`config.mk`:
```
export PLATFORM = sky130hd
export DESIGN_NAME = linear_led_driver
export DESIGN_NICKNAME = d
export VERILOG_FILES = /design/src/rtl/linear_led_driver_pkg.sv /design/src/rtl/ws2812_bit_tx.sv /design/src/rtl/linear_led_driver.sv
export SDC_FILE = /design/constraint.sdc
export NUM_CORES = 1
export LEC_CHECK = 0
export ABC_AREA = 1
export CAP_MARGIN = 15
export CORE_ASPECT_RATIO = 1.25
export CORE_MARGIN = 5
export CORE_UTILIZATION = 50
export CTS_BUF_LIST = sky130_fd_sc_hd__clkbuf_16
export CTS_CLUSTER_SIZE = 30
export DETAILED_ROUTE_END_ITERATION = 10
export PLACE_DENSITY_LB_ADDON = 0.25
export SYNTH_ARGS = -nofsm -noshare
export SYNTH_HDL_FRONTEND = slang
export SYNTH_SLANG_ARGS = --single-unit
```
`constraint.sdc`:
```
create_clock -name clk -period 9.8 [get_ports clk]
set_input_delay 1.96 -clock clk [delete_from_list [all_inputs] [get_ports clk]]
set_output_delay 1.96 -clock clk [all_outputs]
set_load 0.02 [all_outputs]
```
`src/rtl/linear_led_driver_pkg.sv`:
```
// linear_led_driver_pkg: state encoding, WS2812 timing defaults and pixel word packing
// shared by the LED driver and its bit serializer.
package linear_led_driver_pkg;
   localparam int DEF_LEDS = 50;
   localparam int DEF_BIN_QTY = 12;
   localparam int DEF_T0H = 4;
   localparam int DEF_T0L = 9;
   localparam int DEF_T1H = 8;
   localparam int DEF_T1L = 5;
   localparam int DEF_RESET_CYCLES = 800;
   typedef enum logic [2:0] {IDLE, LOAD, SEND_HIGH, SEND_LOW, LATCH} state_t;
   function automatic logic [23:0] grb(input logic [23:0] c);
      return {c[15:8], c[23:16], c[7:0]};
   endfunction
endpackage

```
`src/rtl/ws2812_bit_tx.sv`:
```
// ws2812_bit_tx: shifts a 24-bit word MSB first as WS2812 high/low pulses; ready rises
// in the last low cycle of bit 23 so the next word follows with no gap.
module ws2812_bit_tx
   import linear_led_driver_pkg::*;
#(
   parameter int T0H = DEF_T0H,
   parameter int T0L = DEF_T0L,
   parameter int T1H = DEF_T1H,
   parameter int T1L = DEF_T1L
) (
   input  logic        clk,
   input  logic        rst,
   input  logic        start,
   input  logic [23:0] word,
   output logic        ready,
   output logic        done,
   output logic        ledData
);
   localparam logic [7:0] H0 = 8'(T0H - 1);
   localparam logic [7:0] L0 = 8'(T0L - 1);
   localparam logic [7:0] H1 = 8'(T1H - 1);
   localparam logic [7:0] L1 = 8'(T1L - 1);
   state_t state, nxt;
   logic [23:0] sh;
   logic [4:0] bit_i;
   logic [7:0] cnt;
   logic hi_last, lo_last, led_d;
   always_comb begin
      hi_last = cnt == (sh[23] ? H1 : H0);
      lo_last = cnt == (sh[23] ? L1 : L0);
      done = state == SEND_LOW && lo_last && bit_i == 5'd23;
      ready = state == IDLE || done;
   end
   always_comb begin
      nxt = state;
      case (state)
         IDLE:      nxt = start ? SEND_HIGH : IDLE;
         SEND_HIGH: nxt = hi_last ? SEND_LOW : SEND_HIGH;
         SEND_LOW:  nxt = !lo_last ? SEND_LOW : (bit_i != 5'd23 || start) ? SEND_HIGH : IDLE;
         default:   nxt = IDLE;
      endcase
   end
   always_comb led_d = nxt == SEND_HIGH;
   always_ff @(posedge clk)
      if (rst) begin
         state <= IDLE;
         ledData <= 1'b0;
         cnt <= '0;
         sh <= '0;
         bit_i <= '0;
      end else begin
         state <= nxt;
         ledData <= led_d;
         cnt <= (state == nxt && state != IDLE) ? cnt + 8'd1 : 8'd0;
         if (start && ready) begin
            sh <= word;
            bit_i <= '0;
         end else if (state == SEND_LOW && lo_last) begin
            sh <= {sh[22:0], 1'b0};
            bit_i <= bit_i + 5'd1;
         end
      end
endmodule

```
`src/rtl/linear_led_driver.sv`:
```
// linear_led_driver: latches one frame of bin colours and counts, expands it to LEDS pixels
// and streams them through ws2812_bit_tx, then holds the line low for the latch interval.
module linear_led_driver
   import linear_led_driver_pkg::*;
#(
   parameter int LEDS = DEF_LEDS,
   parameter int BIN_QTY = DEF_BIN_QTY,
   parameter int T0H = DEF_T0H,
   parameter int T0L = DEF_T0L,
   parameter int T1H = DEF_T1H,
   parameter int T1L = DEF_T1L,
   parameter int RESET_CYCLES = DEF_RESET_CYCLES
) (
   input  logic                                  clk,
   input  logic                                  rst,
   input  logic [BIN_QTY-1:0][23:0]              rgb,
   input  logic [BIN_QTY-1:0][$clog2(LEDS)-1:0]  LEDCounts,
   input  logic                                  data_v,
   output logic                                  ledData,
   output logic                                  busy,
   output logic                                  frameDone
);
   localparam int NW = $clog2(LEDS);
   localparam int CW = $clog2(BIN_QTY * (LEDS - 1) + 1);
   localparam int PW = $clog2(LEDS + 1);
   localparam int RW = $clog2(RESET_CYCLES);
   localparam logic [PW-1:0] LAST_P = PW'(LEDS);
   localparam logic [RW-1:0] LAST_R = RW'(RESET_CYCLES - 1);
   state_t state, nxt;
   logic [BIN_QTY-1:0][23:0] rgb_r;
   logic [BIN_QTY-1:0][NW-1:0] cnt_r;
   logic [BIN_QTY-1:0][CW-1:0] cum, cum_d, sel;
   logic [CW-1:0] acc;
   logic [PW-1:0] p;
   logic [RW-1:0] lat;
   logic [23:0] col;
   logic start, ready, done, busy_d, done_d;
   always_comb begin
      acc = '0;
      cum_d = '0;
      for (int i = 0; i < BIN_QTY; i++) begin
         acc = acc + CW'(cnt_r[i]);
         cum_d[i] = acc;
      end
   end
   // Pixel 0 is handed over in LOAD while cum is still being written, so it reads the sums directly.
   always_comb begin
      sel = state == LOAD ? cum_d : cum;
      col = '0;
      for (int i = BIN_QTY - 1; i >= 0; i--)
         if (CW'(p) < sel[i]) col = rgb_r[i];
   end
   assign start = state == LOAD || (state == SEND_HIGH && p != LAST_P);
   always_comb begin
      nxt = state;
      case (state)
         IDLE:      nxt = data_v ? LOAD : IDLE;
         LOAD:      nxt = SEND_HIGH;
         SEND_HIGH: nxt = (done && p == LAST_P) ? LATCH : SEND_HIGH;
         LATCH:     nxt = lat == LAST_R ? IDLE : LATCH;
         default:   nxt = IDLE;
      endcase
   end
   always_comb begin
      busy_d = nxt != IDLE;
      done_d = state == LATCH && nxt == IDLE;
   end
   always_ff @(posedge clk)
      if (rst) begin
         state <= IDLE;
         busy <= 1'b0;
         frameDone <= 1'b0;
         rgb_r <= '0;
         cnt_r <= '0;
         cum <= '0;
         p <= '0;
         lat <= '0;
      end else begin
         state <= nxt;
         busy <= busy_d;
         frameDone <= done_d;
         if (state == IDLE && data_v) begin
            rgb_r <= rgb;
            cnt_r <= LEDCounts;
         end
         if (state == LOAD) cum <= cum_d;
         p <= state == IDLE ? '0 : (start && ready) ? p + PW'(1) : p;
         lat <= state == LATCH ? lat + RW'(1) : '0;
      end
   ws2812_bit_tx #(.T0H(T0H), .T0L(T0L), .T1H(T1H), .T1L(T1L)) u_tx (
      .clk(clk),
      .rst(rst),
      .start(start),
      .word(grb(col)),
      .ready(ready),
      .done(done),
      .ledData(ledData)
   );
endmodule

```
==> metrics <==
worst endpoint data arrival time a little over 10 ns; Routed WL 89.7 mm; Top FF cell, synth dfxtp_1; most common cell in the synthesized netlist nand2_1; RSZ-0062 raised after global routing yes; DIE AREA around 60000 µm²; die width between 200 and 250 µm; FILL cells roughly 4800; MaxCap Viol Count 0; total gr overflow 0; Crit Path Category reg -> reg; Synth top area share 0.395; post-synthesis cell count just under 4000; asr flop ratio synth 0; CP delay by family, top adder cells; H-tree depth 2; min-delay worst type reg -> reg; total power around 0.011 W; Fin. Hold Viols 0; startpoint types register; initial antenna violation count 4; Synth cell types 50; Vert. Die Dim 272 µm; Post-synth EDFFs 0; failing checks negative setup slack; hold buffers post-CTS 0; pwr dens roughly 300 nW/µm²; CTS Root Cell clkbuf_16; clock-pin slew on the worst setup and hold paths ~0.070 ns; Ys Warns 0; Fmax achieved ~0.10 GHz; final worst-path cycle share 1.00; input/output buffers about 370; P&R area growth vs syn 29.4%; leakage power 14.9 nW; pins over their slew limit 0; Final HPWL DP 62.4 mm; crit path max-delay cell type fa_2; Req. time, crit path 10.28 ns; Area contributors post-synth dfxtp_1 (39%), nand2_1 (13%), a21oi_1 (11%), o21ai_0 (6.9%), inv_1 (6.1%); WL per Instance approximately 18 µm; Netlist Area Pre-Place 27400 µm²; post-synth net total 4410; fin crit period 9.83 ns; Initial Util 0.502; RePlAce Congestion 0.920; core area about 55000 µm²; Nets 4788; maximum vdd drop 0.351 mV; Clock Sinks 541; PnR worst setup slack -0.0293 ns; slowest stage delay, CP around 0.64 ns; Global Route Usage Sum 0.280; syn avg cell area about 7 µm²; # IOs 366; 1st-pass router iterations 5; Bufs and invs on worst path 8; starting DRC count in detailed routing 1978; DRC Markers 0; first-pass GRT wire length around 130 mm; Vias ~27000; WHS 0.444 ns; Via density around 5.3; Finish-stage setup viols 4; cell mode on critical path nand2_1; Skew-Pair Late Insertion Delay just over 0.6 ns; largest net degree at the start of global routing 210; status finished, violations left; Max clock buf depth 3; CP Capture Type register; vias in the first global route about 25000; share of layout cells above drive strength 1 0.135; Post-synth top cells nand2_1 (962), a21oi_1 (622), dfxtp_1 (541), inv_1 (447), o21ai_0 (377); leading area contributor after synthesis dfxtp_1; Worst Skew ~0.034 ns; CTS tree built; sequential-to-total area share from yosys stat 0.395; #FFs+latches synth 541; Worst slew margin 0.301; Core Rows 96; critical-path maximum fanout 15; TritonCTS Buffers 54; Tightest Pin Transition roughly 1.0 ns; final antenna-violating net count 0
==> per-stage QoR <==
step	TNS (ns)	cell area, µm²	instances	util	setup slack, ns
floorplan	0	27400	3904	-	0.617
global placement	-10.21	32200	4918	0.590	-0.665
detailed placement	-13.92	32200	4918	0.590	-0.818
CTS	0	34600	5040	0.633	0.000661
global route	-6.93	35500	5061	0.649	-0.378
finish	-0.0585	35500	5061	0.649	-0.0293
==> where the power goes <==
group          switching (W)  internal (W)
clock               0.000913       0.00122
combinational        0.00331       0.00275
sequential         0.0000808       0.00240
total                0.00430       0.00637
==> final timing paths <==
check             slack [ns]  cells after the start           to      from
hold / removal          0.44                      2       cum[6]    cum[6]
setup / recovery       -0.03                     54  u_tx.sh[18]  cnt_r[0]
hold reg to reg         0.44                      2       cum[6]    cum[6]
setup reg to reg       -0.03                     54  u_tx.sh[18]  cnt_r[0]
==> layer usage <==
metal | up-vias | wire, µm | GRT usage
li1 | 13300 | - | -
met1 | 12300 | 35900 | 0.350
met2 | 906 | 43500 | 0.476
met3 | 230 | 5260 | 0.0348
met4 | 0 | 5060 | 0.138
met5 | - | 0 | 0
==> state kept, by name, indices dropped and copies added, names as in the netlist, 2 cells and up <==
| name | count |
|---|---|
| cnt_r | 72 |
| cum | 120 |
| lat | 10 |
| p | 6 |
| rgb_r | 288 |
| state | 3 |
| u_tx.bit_i | 5 |
| u_tx.cnt | 8 |
| u_tx.sh | 24 |
| u_tx.state | 2 |
==> cells by family after synthesis <==
logic type               count (synthesis)  share of synthesized area
multiplexers                            36                     0.0131
AO/OA/AOI/OAI                         1065                      0.202
XOR/XNOR                                42                     0.0134
buffers and inverters                  676                     0.0955
adder cells (fa/ha/maj)                143                     0.0682
AND/OR/NAND/NOR                       1401                      0.212
flip-flops                             541                      0.395
==> cells in the final DEF, fill, tap and decap left out, types with 9 or more instances in the layout <==
cell type	synthesis	final
a21oi_2	40	52
nand2_2	23	86
clkdlybuf4s50_1	0	364
nand3_2	13	20
nand4_1	10	10
fa_2	0	9
a21oi_1	622	606
clkbuf_16	0	57
nor2_1	247	230
nand2_1	962	897
nand2_4	11	13
nor2_2	7	19
ha_1	132	106
ha_4	0	24
clkinv_2	0	11
o21ai_1	1	9
xnor2_1	18	9
clkinv_1	4	12
xor2_2	0	12
dfxtp_1	541	539
buf_6	4	9
inv_1	447	444
mux2i_1	36	36
or2_2	21	21
inv_2	3	15
nor3_1	21	19
o21ai_0	377	365
nand3_1	60	51
buf_4	2	162
==> cell type report <==
| class | instances | area [µm²] | area share |
|---|---|---|---|
| timing repair buffer | 544 | 5140 | 0.145 |
| sequential | 541 | 10800 | 0.305 |
| antenna | 4 | 10.0 | 0.000282 |
| inverter | 454 | 1710 | 0.0483 |
| clock buffer | 55 | 1380 | 0.0388 |
| multi-input combinational | 2687 | 15100 | 0.425 |
| tap | 735 | 920 | 0.0259 |
| clock inverter | 41 | 408 | 0.0115 |
==> worst register-to-register path: cells and delay by family, from the launching register on <==
kind	cells	cell delay [ns]
fa+ha+maj	13	5.43
compound gates	8	0.95
xor+xnor	3	0.58
buf+inv	8	0.71
simple gates	22	1.71
flops	1	0.34
==> timing repair <==
item,4_1_cts,5_1_grt
gates resized for setup,75,162
cloned,0,2
pin swaps,47,76
buffers inserted,26,15
setup endpoints to repair,24,24
(Power assumes the default switching activity.)
